$ cat config.mk
export PLATFORM = sky130hd
export DESIGN_NAME = cart_type_detect_flat
export DESIGN_NICKNAME = d
export VERILOG_FILES = /design/src/rtl/cart_type_detect_if.sv /design/src/rtl/cart_type_detect.sv /design/src/flat_wrapper.sv
export SDC_FILE = /design/constraint.sdc
export NUM_CORES = 1
export LEC_CHECK = 0
export ABC_AREA = 1
export BUFFER_PORTS_ARGS = -buffer_cell sky130_fd_sc_hd__buf_2
export CORE_MARGIN = 4
export CORE_UTILIZATION = 47
export DETAILED_ROUTE_END_ITERATION = 12
export GPL_ROUTABILITY_DRIVEN = 0
export PLACE_DENSITY_LB_ADDON = 0.12
export SYNTH_ARGS = -nofsm -noshare
export SYNTH_HDL_FRONTEND = slang
export SYNTH_SLANG_ARGS = --single-unit
$ cat constraint.sdc
create_clock -name clk -period 2.7 [get_ports clk]
set_clock_uncertainty 0.2 [all_clocks]
set_input_delay 0.27 -clock clk [delete_from_list [all_inputs] [get_ports clk]]
set_output_delay 0.27 -clock clk [all_outputs]
set_load 0.01 [all_outputs]
$ cat src/rtl/cart_type_detect_if.sv
// Load-stream and result bundle for the cartridge type detector.
// The testbench drives the master side; the detector is the slave.
interface cart_type_detect_if;
  logic [14:0] addr;
  logic        ena;
  logic        load_done;
  logic [4:0]  match_flags;
  logic [15:0] rom_size;
  logic [3:0]  cart_type;
  logic        sc;
  logic        type_valid;
  logic        busy;

  modport slave (
    input  addr,
    input  ena,
    input  load_done,
    input  match_flags,
    output rom_size,
    output cart_type,
    output sc,
    output type_valid,
    output busy
  );

  modport master (
    output addr,
    output ena,
    output load_done,
    output match_flags,
    input  rom_size,
    input  cart_type,
    input  sc,
    input  type_valid,
    input  busy
  );
endinterface

$ cat src/rtl/cart_type_detect.sv
// Tracks the size of a ROM download, waits for the byte matchers to settle,
// then resolves the bankswitch scheme and superchip flag.
module cart_type_detect #(
  parameter int unsigned SETTLE = 2
) (
  input logic             clk,
  input logic             resetn,
  cart_type_detect_if.slave bus
);

  localparam int unsigned CntW = (SETTLE > 1) ? $clog2(SETTLE) : 1;
  localparam logic [CntW-1:0] CntInit = CntW'(SETTLE - 1);

  localparam logic [3:0] Type2K = 4'd0;
  localparam logic [3:0] Type4K = 4'd1;
  localparam logic [3:0] TypeF8 = 4'd2;
  localparam logic [3:0] TypeE0 = 4'd3;
  localparam logic [3:0] Type3F = 4'd4;
  localparam logic [3:0] TypeFE = 4'd5;
  localparam logic [3:0] TypeFA = 4'd6;
  localparam logic [3:0] TypeE7 = 4'd7;
  localparam logic [3:0] TypeF6 = 4'd8;
  localparam logic [3:0] TypeF4 = 4'd9;

  typedef enum logic [1:0] {StIdle, StLoad, StResolve, StDone} state_e;

  state_e          state_q, state_d;
  logic [CntW-1:0] cnt_q, cnt_d;
  logic [15:0]     rom_size_q, rom_size_d;
  logic [3:0]      cart_type_q, cart_type_d;
  logic            sc_q, sc_d;
  logic            type_valid_q, type_valid_d;
  logic            busy_q, busy_d;

  logic            load_start;
  logic            last_settle;
  logic [15:0]     addr_plus1;
  logic [3:0]      dec_type;
  logic            dec_sc;

  // A zero-address byte restarts the download from any state.
  assign load_start  = bus.ena && (bus.addr == 15'd0);
  assign last_settle = (cnt_q == '0);
  assign addr_plus1  = {1'b0, bus.addr} + 16'd1;

  // State register and all registered outputs.
  always_ff @(posedge clk) begin
    if (!resetn) begin
      state_q      <= StIdle;
      cnt_q        <= '0;
      rom_size_q   <= '0;
      cart_type_q  <= '0;
      sc_q         <= 1'b0;
      type_valid_q <= 1'b0;
      busy_q       <= 1'b0;
    end else begin
      state_q      <= state_d;
      cnt_q        <= cnt_d;
      rom_size_q   <= rom_size_d;
      cart_type_q  <= cart_type_d;
      sc_q         <= sc_d;
      type_valid_q <= type_valid_d;
      busy_q       <= busy_d;
    end
  end

  // Next-state logic.
  always_comb begin
    state_d = state_q;
    if (load_start) begin
      state_d = StLoad;
    end else begin
      case (state_q)
        StLoad:    if (bus.load_done) state_d = StResolve;
        StResolve: if (last_settle)   state_d = StDone;
        default:   state_d = state_q;
      endcase
    end
  end

  // Scheme decode from the final size and the settled matcher flags.
  always_comb begin
    dec_type = TypeF4;
    if (rom_size_q <= 16'd2048) begin
      dec_type = Type2K;
    end else if (rom_size_q <= 16'd4096) begin
      dec_type = Type4K;
    end else if (rom_size_q <= 16'd8192) begin
      if (bus.match_flags[0])      dec_type = TypeE0;
      else if (bus.match_flags[1]) dec_type = Type3F;
      else if (bus.match_flags[2]) dec_type = TypeFE;
      else                         dec_type = TypeF8;
    end else if (rom_size_q <= 16'd12288) begin
      dec_type = TypeFA;
    end else if (rom_size_q <= 16'd16384) begin
      dec_type = bus.match_flags[3] ? TypeE7 : TypeF6;
    end
    dec_sc = (rom_size_q > 16'd4096) && bus.match_flags[4];
  end

  // Output / datapath next values.
  always_comb begin
    cnt_d        = cnt_q;
    rom_size_d   = rom_size_q;
    cart_type_d  = cart_type_q;
    sc_d         = sc_q;
    type_valid_d = type_valid_q;
    if (load_start) begin
      // Abort leaves the previous cart_type/sc in place, only invalidates them.
      rom_size_d   = 16'd1;
      type_valid_d = 1'b0;
    end else begin
      case (state_q)
        StLoad: begin
          if (bus.ena && (addr_plus1 > rom_size_q)) rom_size_d = addr_plus1;
          if (bus.load_done) cnt_d = CntInit;
        end
        StResolve: begin
          if (last_settle) begin
            cart_type_d  = dec_type;
            sc_d         = dec_sc;
            type_valid_d = 1'b1;
          end else begin
            cnt_d = cnt_q - CntW'(1);
          end
        end
        default: cnt_d = cnt_q;
      endcase
    end
    busy_d = (state_d == StLoad) || (state_d == StResolve);
  end

  assign bus.rom_size   = rom_size_q;
  assign bus.cart_type  = cart_type_q;
  assign bus.sc         = sc_q;
  assign bus.type_valid = type_valid_q;
  assign bus.busy       = busy_q;

endmodule

$ cat src/flat_wrapper.sv
// flat-port wrapper written by rule: the top's interface ports become plain ports
module cart_type_detect_flat 
#(
  parameter int unsigned SETTLE = 2
)
  (clk, resetn, bus_addr, bus_ena, bus_load_done, bus_match_flags, bus_rom_size, bus_cart_type, bus_sc, bus_type_valid, bus_busy);
  cart_type_detect_if bus_i ();
  input logic clk;
  input logic resetn;
  input wire logic [$bits(bus_i.addr)-1:0] bus_addr;
  input wire logic [$bits(bus_i.ena)-1:0] bus_ena;
  input wire logic [$bits(bus_i.load_done)-1:0] bus_load_done;
  input wire logic [$bits(bus_i.match_flags)-1:0] bus_match_flags;
  output wire logic [$bits(bus_i.rom_size)-1:0] bus_rom_size;
  output wire logic [$bits(bus_i.cart_type)-1:0] bus_cart_type;
  output wire logic [$bits(bus_i.sc)-1:0] bus_sc;
  output wire logic [$bits(bus_i.type_valid)-1:0] bus_type_valid;
  output wire logic [$bits(bus_i.busy)-1:0] bus_busy;
  assign bus_i.addr = bus_addr;
  assign bus_i.ena = bus_ena;
  assign bus_i.load_done = bus_load_done;
  assign bus_i.match_flags = bus_match_flags;
  assign bus_rom_size = bus_i.rom_size;
  assign bus_cart_type = bus_i.cart_type;
  assign bus_sc = bus_i.sc;
  assign bus_type_valid = bus_i.type_valid;
  assign bus_busy = bus_i.busy;
  cart_type_detect #(.SETTLE(SETTLE)) u_core (.clk(clk), .resetn(resetn), .bus(bus_i));
endmodule
=== After elaboration in Yosys (flattened, before gate mapping) ===
Index checks and enable logic that the tools add are counted.

* Bits in registers: 26
* Input port bits: 24
* Output and inout bits: 23
* Logic and storage cells: 58

* Add/subtract/negate cells: 2
* Order comparisons: 7
* Eq/ne operators: 5
* Multiplexer cells: 19
* Bitwise operators: 3
* Reductions and logical operators: 14

{| class="wikitable"
|+ Operator list
! cell !! number
|-
| $le 16x14->1 const B || 2
|-
| $mux 4 || 8
|-
| $add 15x1->16 const B || 1
|-
| $gt 16x13->1 const B || 1
|-
| $gt 16x16->1 || 1
|-
| $le 16x12->1 const B || 1
|-
| $le 16x13->1 const B || 1
|-
| $le 16x15->1 const B || 1
|-
| $logic_not 15->1 || 1
|-
| $mux 2 || 3
|-
| $reduce_and 2->1 || 3
|-
| $reduce_and 3->1 || 2
|-
| $reduce_bool 2->1 || 3
|-
| $mux 1 || 5
|-
| $eq 2x1->1 const B || 2
|-
| $eq 2x2->1 const B || 2
|-
| $pmux 2 s2 || 1
|-
| $logic_and 1x1->1 || 3
|-
| $mux 3 || 1
|-
| $not 1->1 || 3
|-
| $ne 2x2->1 const B || 1
|-
| $pmux 1 s2 || 1
|-
| $reduce_or 2->1 || 1
|-
| $logic_or 1x1->1 || 1
|-
| $sub 1x1->1 const B || 1
|}

=== Longest topological paths before layout ===
Gate-level depths: netlist of run 1.

* Word-level depth: 6
* Depth in mapped cells: 17
* Gate-level depth less buffers: 17

=== Worst setup path after synthesis of run 1 ===
OpenSTA, ideal clock, no wires.

* Path type: in2reg
* Start point: input bus_addr[0]
* End point: register u_core.rom_size_q[13] (netlist: u_core.bus.rom_size[13])
* Library setup time: 112 ps
* Data arrival time: 2326 ps
* Data required time: 2388 ps
* Setup slack: 63 ps
* Stages on the path: 16
* Path buffers: 1
* Cells stage by stage: ha_1 > nand3_1 > nor2_2 > nand4_1 > nor2_1 > xor2_1 > ha_1 > nand2_1 > nor2_1 > nand2_1 > nor2_1 > nor2_1 > nand2_2 > buf_4 > nor2_1 > nor2_1

* Cells in the longest elaborated chain, start to end: 4
* Elaborated cells on any way between the ends: 7
* Those cells by class: 1 x add/sub; 1 x order compare; 5 x reduce/logical

{| class="wikitable"
|+ RTL lines
! element !! line !! RTL
|-
| from (decl) || flat_wrapper.sv:10 || <nowiki>input wire logic [$bits(bus_i.addr)-1:0] bus_addr;</nowiki>
|-
| $add 15x1->16 || cart_type_detect.sv:44 || <nowiki>assign addr_plus1 = {1'b0, bus.addr} + 16'd1;</nowiki>
|-
| via u_core.addr_plus1[14] || cart_type_detect.sv:37 || <nowiki>logic [15:0] addr_plus1;</nowiki>
|-
| $gt 16x16->1 || cart_type_detect.sv:115 || <nowiki>if (bus.ena && (addr_plus1 > rom_size_q)) rom_size_d = addr_plus1;</nowiki>
|-
| $logic_and 1x1->1 || cart_type_detect.sv:115 ||
|-
| $reduce_and 2->1 (no line) || - ||
|-
| to (signal assigned) || cart_type_detect.sv:59 || <nowiki>rom_size_q <= rom_size_d;</nowiki>
|-
| to (decl) || cart_type_detect.sv:29 || <nowiki>logic [15:0] rom_size_q, rom_size_d;</nowiki>
|}

The timed path passes the listed nets, and every way through them passes these cells.
A chain may end at the register's enable or synchronous reset.

=== Worst setup path in the final report of run 1 ===
* Start point: input bus_addr[0]
* End point: register u_core.rom_size_q[9] (netlist: u_core.bus.rom_size[9])

The elaborated chain is that of the path after synthesis.

==> results.toml, run 1 <==
[timing]
holdWs_ps = 61.9
fmax_ghz = 0.398
fin_crit_ps = 2510
setup_viol_count_final = 0
post-route-period-util_pct = 93.1
hold_viol_final = 0
slew_headroom_pct = 77.8
drv_slew = 0
setup_ws_ps = 186
worst_pin_slew_ps = 331

[yosys]
yosysUniqueCellTypes = 23
synth.area.top_cells = "dfxtp_1 25%, nand2_1 14%, ha_1 12%"
yosys_warnings = 0
synth_seq_area_share_pct = 25.1
yosysTopAreaCell = "dfxtp_1"
syn-cell-area_um2 = 2070
synth_nets = 369
syn_inst = 325
ys_ff_latch = 26
synth_top_area_share_pct = 25.1
avgSynthCellArea_um2 = 6.38

[setup_path]
cp_common_cell = "nand2_1"
cp-end-kind = "register"
cp_max_fo = 9
worst-r2r-setup-slack_ps = 590
slowest_stage = "xor2_1"
crit_family = "simple AND/OR/NAND/NOR gates"
crit_path_start_kind = "input port"
crit-reg2reg-capture = "u_core.bus.rom_size[9]"
crit_type = "input port to register"
regToRegStartpoint = "u_core.bus.rom_size[12]"
cp_data_required_time_ps = 2670
critPathBufInv = 3
worstPathArrival_ps = 2490
crit_chain = "buf_2, ha_2, nand3_2, nor2_4, nand4_1, nor2_1, xor2_1, ha_1, nand2_1, nor2_2, nand2_1, inv_1, nand2_1, nand2_1, nand2_2, buf_4, o21ai_1, nor2_1"
crit_path_max_incr_delay_ps = 240
reg2regPathDepth = 12

[die]
rows = 23
die-height_um = 74.4
floorplan.initialDensity_pct = 50.0
coreArea_um2 = 4140
dieArea_um2 = 5540
ios = 47
die_w_um = 74.4

[finish]
layout_common_cells = "77 x nand2_1, 50 x inv_1, 46 x buf_2, 43 x nor2_1, 29 x nand3_1"
area_growth_pct = 23.2
nets = 429
antenna_cells = 0
design_area_um2 = 2550
final_common_cell = "nand2_1"
drive_gt1_share_pct = 20.8

[worst_hold_path]
whs_path_depth = 3
hold_path_class = "input port to register"
min_to = "u_core.bus.sc"
hp-start = "bus_match_flags[4]"

[clock_tree]
clk_path_buf_depth = 2
cts-root-buf = "clkbuf_8"
cts.clk_slew.worst_paths_ps = 100
cts.sinks = 26
numCtsBuffers = 3
clock_latency_ps = 270
cts_tree = "built"
ctsHtreeMaxLevel = 1
ctsHoldBuffers = 0

[power_and_ir_drop]
leakage_uw = 0.00132
total_power_uw = 850
pwr_density_cell_nw_per_um2 = 333
ir_drop_mv = 0.209

[grt]
grt_max_degree = 16
grt_pass1_wl_um = 8580
first_global_vias = 2002
grt-ovfl-total = 0
antenna_found_initial = 0
grt_use_total_pct = 19.4

[drt]
vias = 2134
drc_errors = 0
viasPerCell = 4.92
drt_first_pass_iters = 4
wl_per_cell_um = 11.9
drt_iter0_drc = 121
antenna_left = 0
wl_um = 5160

[flow_run]
maxCapViolations = 0

[place]
hpwl_um = 4260
post-place-ws_ps = -130
port_buffers = 46
placed_area_um2 = 2410

[status]
status = "completed"
==> worst reg2reg max path: cells and delay by family, from the launching register on <==
family,cells,cell delay [ps]
adder cells (fa/ha/maj),1,300
AO/OA/AOI/OAI,1,130
flip-flops,1,470
buffers and inverters,3,340
AND/OR/NAND/NOR,7,580
==> layout make-up <==
type | instances | area, um^2
fillers | 408 | 1590
repair buffers | 59 | 339
clock buffers | 3 | 41.3
clock inverters | 1 | 30.0
flip-flops and latches | 26 | 520
inverters | 53 | 199
well taps | 50 | 62.6
multi-input cells | 242 | 1360
==> where the power goes <==
group          total, uW  switching [uW]  internal, uW  leakage [uW]
registers            383         0.00337           383      0.000209
logic                138            82.7          55.5       0.00108
clock network        329             130           198     0.0000357
==> state kept, by name (all words and copies together) (netlist names) <==
register and flops:
u_core.state_q 2, u_core.bus.sc 1, u_core.bus.busy 1, u_core.bus.cart_type 4, u_core.bus.type_valid 1, u_core.bus.rom_size 16, u_core.cnt_q 1
==> cells by family after synthesis <==
family / count (synthesis) / synth area share, %
buf+inv: 57 / 10.7
compound gates: 40 / 10.4
fa+ha+maj: 20 / 12.1
xor+xnor: 13 / 5.85
flops: 26 / 25.1
simple gates: 169 / 35.9
==> metrics by stage <==
step                instances  setup TNS [ps]  utilization (%)
finish                    434               0             61.6
CTS                       430               0             59.9
global route              434           -18.1             61.6
floorplan                 325               0                -
detailed placement        426           -1210             58.2
global placement          426           -6.21             58.2
==> how the worst max path moves through the flow <==
stage / startpoint / to / slack [ps] / depth (start not counted)
floorplan: bus_addr[0] / u_core.bus.rom_size[13] / 60 / 16
global placement: bus_addr[1] / u_core.bus.rom_size[0] / -6 / 16
detailed placement: bus_addr[0] / u_core.bus.rom_size[0] / -130 / 17
CTS: bus_addr[0] / u_core.bus.rom_size[0] / 150 / 17
global route: bus_addr[0] / u_core.bus.rom_size[0] / -10 / 19
finish: bus_addr[0] / u_core.bus.rom_size[9] / 190 / 18
==> routing by layer <==
metal  track usage [%]  up-vias  share of wire (%)
met2              31.9       44                 47
li1                  -     1150                  -
met5                 0        -                  0
met4              4.74        0                1.1
met3              2.03        4                5.1
met1              27.3      936                 47
==> synth_stat cells <==
master / instances
buf_4: 1
a21o_1: 1
o211a_1: 1
xor2_2: 1
nand3b_2: 1
nand2_2: 1
a21oi_1: 28
nor3_4: 3
o22ai_1: 1
buf_2: 3
nand4_1: 6
ha_1: 20
nand2_1: 77
nor3_1: 4
xor2_1: 12
dfxtp_1: 26
nor2_1: 45
nor2_2: 2
inv_2: 2
a21boi_2: 1
nand3_1: 30
o21ai_0: 8
inv_1: 51
==> what timing repair did <==
action | in CTS | in global routing
buffers inserted | 0 | 4
endpoints found under the setup margin | 0 | 16
resized for setup | 0 | 15
hold endpoints to repair | 0 | 0
Note: power is estimated with default switching activity, not from simulation.
==> inputs of run 2 (changes only) <==
- ABC_AREA: 1 -> 0
==> results.toml, run 2 <==
[yosys]
avgSynthCellArea_um2 = 7.99
syn_inst = 256
synth_top_area_share_pct = 25.4
synth_top_family_by_area = "simple AND/OR/NAND/NOR gates"
yosys_warnings = 0
synth_most_common_cell = "nand2_1"
ys_ff_latch = 26
synth_common_cells = "43 x nand2_1, 26 x dfxtp_1, 24 x inv_1"
synth_nets = 300
synthAdderAreaFrac_pct = 12.2
synth_seq_area_share_pct = 25.4
synthMuxAreaShare_pct = 7.34
yosysUniqueCellTypes = 46
synth.area.top_cells = "dfxtp_1 25%, ha_1 12%, nand2_1 7.9%"
yosys_most_used_dff = "dfxtp_1"
synthArstFlopShare_pct = 0
synth-simple-area-share_pct = 24.8
synth_edf_count = 0
synth_compound_area_share_pct = 18.0
yosysTopAreaCell = "dfxtp_1"
syn-cell-area_um2 = 2050
synth-xor-area-share_pct = 5.57

[worst_hold_path]
hold_path_class = "input port to register"
hp-start = "resetn"
whs_path_depth = 2
min_to = "u_core.bus.sc"

[timing]
hold_viol_final = 0
post-route-period-util_pct = 105
setup_ws_ps = -126
fmax_ghz = 0.354
holdWs_ps = 50.8
slew_headroom_pct = 62.0
drv_slew = 0
worst_pin_slew_ps = 565
fin_crit_ps = 2830
rsz0062_at_grt = "yes"
setup_viol_count_final = 16

[grt]
use_met3_pct = 2.84
grt_use_total_pct = 23.2
use_met1_pct = 33.7
first_global_vias = 2030
grt_pass1_wl_um = 9780
antenna_found_initial = 0
use_met2_pct = 35.6
gr-max-usage-layer = "met2"
grt-ovfl-total = 0
grt_max_degree = 14

[place]
dp_cells = 380
hpwl_um = 4510
port_buffers = 46

[clock_tree]
ctsHoldBuffers = 0
clock_latency_ps = 280
numCtsBuffers = 3
cts.clk_slew.worst_paths_ps = 90
ctsHtreeMaxLevel = 1
cts-root-buf = "clkbuf_8"
cts_tree = "built"
cts.sinks = 26
clk_path_buf_depth = 2

[setup_path]
cp_data_required_time_ps = 2660
reg2regPathDepth = 9
regToRegStartpoint = "u_core.bus.rom_size[7]"
crit-reg2reg-capture = "u_core.bus.rom_size[13]"
worstPathArrival_ps = 2790
worstSetupStartpoint = "bus_addr[2]"
crit_path_start_kind = "input port"
cp_max_fo = 7
cp-end-kind = "register"
crit_type = "input port to register"
worst-r2r-setup-slack_ps = 160

[finish]
area_growth_pct = 37.7
fill_cells = 371
final_common_cell = "nand2_1"
antenna_cells = 0
stdcell_count = 390
largest_reg_flops = 16
layout_common_cells = "42 x nand2_1, 41 x buf_4, 39 x buf_2, 26 x dfxtp_1, 24 x inv_1"
nets = 386
drive_gt1_share_pct = 32.9

[drt]
vias = 2148
viasPerCell = 5.51
antenna_left = 0
drc_errors = 0
drt_first_pass_iters = 4
drt_iter0_drc = 147
wl_per_cell_um = 15.3
wl_um = 5960

[die]
coreArea_um2 = 4120
ios = 47
dieArea_um2 = 5470
die-height_um = 74.0
rows = 23
floorplan.initialDensity_pct = 49.7
die_w_um = 74.0

[power_and_ir_drop]
leakage_uw = 0.00120
ir_drop_mv = 0.175
pwr_density_cell_nw_per_um2 = 279

[status]
status = "finished, violations left"
violations = "setup timing"

[flow_run]
maxCapViolations = 0
## run 2: cell types whose count changed after synthesis, sizes merged, moves of 7 or more
cell / previous run / this run
xor2: 13 / 1
xnor2: 0 / 12
a21oi: 28 / 13
mux2i: 0 / 15
inv: 53 / 24
nand3: 30 / 5
nand2: 78 / 43
nor2: 47 / 10
clkbuf: 0 / 7
## run 2: worst max-delay path by stage
stage | endpoint | slack (ps) | cells past startpoint
3_3_place_gp | u_core.bus.rom_size[9] | -360 | 12
5_1_grt | u_core.bus.rom_size[2] | -220 | 12
3_5_place_dp | u_core.bus.rom_size[12] | -440 | 12
6_report | u_core.bus.rom_size[13] | -130 | 13
2_1_floorplan | u_core.bus.rom_size[13] | -390 | 12
4_1_cts | u_core.bus.rom_size[12] | -130 | 12
## run 2: stage by stage
step / TNS, ps / util (%) / total power, uW / worst slack (ps) / cell area [um^2]
2_1_floorplan: -5480 / - / 468 / -393 / 2080
5_1_grt: -2820 / 68.4 / 828 / -218 / 2820
4_1_cts: -1620 / 67.2 / 785 / -131 / 2760
3_3_place_gp: -5690 / 63.1 / 543 / -360 / 2600
3_5_place_dp: -6610 / 63.1 / 545 / -437 / 2600
6_report: -1710 / 68.4 / 786 / -126 / 2820
## run 2: repair_timing
item,4_1_cts,5_1_grt
gates resized for setup,15,6
cloned,1,0
hold endpoints to repair,0,0
pin swaps,1,5
buffers inserted,3,3
setup endpoints to repair,16,16
## run 2: cell families (layout without fill, tap and decap cells)
kind of cell,count (synthesis),in the layout
AO/OA/AOI/OAI,50,50
XOR/XNOR,13,13
adder cells (fa/ha/maj),20,20
buffers and inverters,32,116
flip-flops,26,26
multiplexers,15,15
AND/OR/NAND/NOR,100,100
## run 2: report_power, final
part	leakage (uW)	internal (uW)	switching, uW
combinational	0.000965	86.5	86.6
sequential	0.000209	383	0.00376
clock	0.0000216	101	129
total	0.00120	570	216
## run 2: layout make-up
class	count	area [um^2]	share of cell area [%]
well taps	50	62.6	2.22
inverters	24	90.1	3.20
repair buffers	89	627	22.3
clock buffers	3	41.3	1.47
multi-input cells	198	1480	52.4
flip-flops and latches	26	520	18.5
## run 2: worst max-delay path: stages
cell and delay, ps:
buf_2 90, and4_4 240, nand4_1 160, buf_4 200
xnor2_4 130, ha_1 320, nand2_2 80, or4_4 530
buf_4 160, o211ai_4 190, a31oi_4 80, clkbuf_16 220
mux2i_1 110
## run 2: layer usage
metal	vias to the layer above	wire length, um
li1	1085	-
met1	971	2730
met2	85	2680
met3	7	474
met4	0	88
met5	-	0
==> inputs of run 3 (changes only) <==
==> constraint.sdc (replaced) <==
create_clock -name clk -period 2.7 [get_ports clk]
set_clock_uncertainty 0.2 [all_clocks]
set_input_delay 0.135 -clock clk [delete_from_list [all_inputs] [get_ports clk]]
set_output_delay 0.135 -clock clk [all_outputs]
set_load 0.01 [all_outputs]
==> results.toml, run 3 (synthesis results as in run 2) <==
[grt]
first_global_vias = 1884
grt_max_degree = 16
antenna_found_initial = 0
grt-ovfl-total = 0
grt_use_total_pct = 21.0
grt_pass1_wl_um = 9070

[clock_tree]
cts.sinks = 26
ctsHtreeMaxLevel = 1
cts_tree = "built"
numCtsBuffers = 3
cts-root-buf = "clkbuf_8"
clock_latency_ps = 280
clk_path_buf_depth = 2
cts.clk_slew.worst_paths_ps = 100

[setup_path]
cp_max_fo = 7
worst-r2r-setup-slack_ps = 130
worstPathArrival_ps = 2740
crit_path_start_kind = "input port"
crit-reg2reg-capture = "u_core.bus.rom_size[14]"
regToRegStartpoint = "u_core.bus.rom_size[7]"
crit_type = "input port to register"
reg2regPathDepth = 8
cp_data_required_time_ps = 2710
cp-end-kind = "register"

[timing]
rsz0062_at_grt = "yes"
slew_headroom_pct = 64.9
drv_slew = 0
setup-tns-final_ps = -108
fin_crit_ps = 2720
worst_pin_slew_ps = 525
setup_ws_ps = -23.6
hold_viol_final = 0
post-route-period-util_pct = 101
fmax_ghz = 0.367
setup_viol_count_final = 8

[drt]
drc_errors = 0
vias = 2111
wl_met1_um = 2820
viasPerCell = 5.45
wl_met2_um = 2640
drt_iter0_drc = 114
antenna_left = 0
wl_um = 5800
met3WireLength_um = 288
drt_first_pass_iters = 4
highest-signal-layer = "met4"
wl_per_cell_um = 15.0

[worst_hold_path]
hold_path_class = "input port to register"
hp-start = "bus_match_flags[4]"
whs_path_depth = 4
min_to = "u_core.bus.sc"

[power_and_ir_drop]
pwr_density_cell_nw_per_um2 = 297
total_power_uw = 812
leakage_uw = 0.00115
ir_drop_mv = 0.157

[status]
violations = "setup timing"
status = "finished, violations left"

[place]
placed_area_um2 = 2590
port_buffers = 46
dp_cells = 379
hpwl_um = 4430

[die]
coreArea_um2 = 4120
floorplan.initialDensity_pct = 49.7
rows = 23
die-height_um = 74.0
die_w_um = 74.0
ios = 47
dieArea_um2 = 5470

[flow_run]
maxCapViolations = 0

[finish]
design_area_um2 = 2730
fill_cells = 367
multi_input_area_um2 = 1420
antenna_cells = 0
layout_common_cells = "42 x nand2_1, 42 x buf_2, 35 x buf_4, 26 x dfxtp_1, 24 x inv_1"
stdcell_count = 387
largest_reg_flops = 16
area_growth_pct = 33.6
regArea_um2 = 520
drive_gt1_share_pct = 30.6
nets = 382
fin_util_pct = 66.4
==> run 3: changes by cell type in the layout (fill, tap and decap cells not counted), sizes merged <==
cell	delta
buf	-6
dlygate4sd3	+2
clkbuf	+1
==> run 3: worst max path at each step <==
stage                           start                 endpoint  slack (ps)  cells after the start
after floorplan           bus_addr[5]  u_core.bus.rom_size[13]        -260                     12
after global placement    bus_addr[5]   u_core.bus.rom_size[9]        -230                     12
after detailed placement  bus_addr[5]  u_core.bus.rom_size[11]        -270                     12
after CTS                 bus_addr[5]  u_core.bus.rom_size[11]          10                     12
after global routing      bus_addr[5]  u_core.bus.rom_size[15]        -120                     12
final                     bus_addr[5]  u_core.bus.rom_size[14]         -20                     12
==> run 3: power breakdown <==
group	total, uW	leakage [uW]	switching [uW]	internal [uW]
logic	163	0.000916	82.9	80.1
registers	383	0.000209	0.00375	383
clock network	266	0.0000288	135	131
==> run 3: repair_timing <==
| item | 4_1_cts | 5_1_grt |
|---|---|---|
| hold buffers | 2 | 0 |
| gates cloned | 0 | 1 |
| pin swaps | 0 | 3 |
| endpoints found under the hold margin | 2 | 0 |
| setup buffers | 0 | 1 |
| endpoints found under the setup margin | 1 | 16 |
| gates resized for setup | 1 | 8 |
==> run 3: through the flow <==
stage | hold WS (ps) | setup slack [ps]
2_1_floorplan | 52.5 | -258
3_3_place_gp | 196 | -226
3_5_place_dp | 214 | -273
4_1_cts | 30.9 | 11.1
5_1_grt | 49.1 | -120
6_report | 41.7 | -23.6
==> run 3: worst max-delay path: stages <==
cell and delay (ps):
buf_6 70, and4_4 250, nand4_1 150, buf_4 180
xnor2_1 150, ha_1 340, nand2_2 80, or4_4 530
a21o_4 210, a31oi_4 230, clkbuf_16 210, mux2i_1 180
==> run 3: per-layer routing <==
layer | vias up | track usage, %
li1 | 1080 | -
met1 | 976 | 31.5
met2 | 51 | 32.2
met3 | 4 | 2.30
met4 | 0 | 4.83
met5 | - | 0
==> run 3: layout make-up <==
| cell class | count | share of cell area [%] |
|---|---|---|
| timing repair buffer | 85 | 21.3 |
| multi-input combinational | 198 | 52.0 |
| clock buffer | 4 | 2.01 |
| sequential | 26 | 19.0 |
| inverter | 24 | 3.30 |
| tap | 50 | 2.29 |
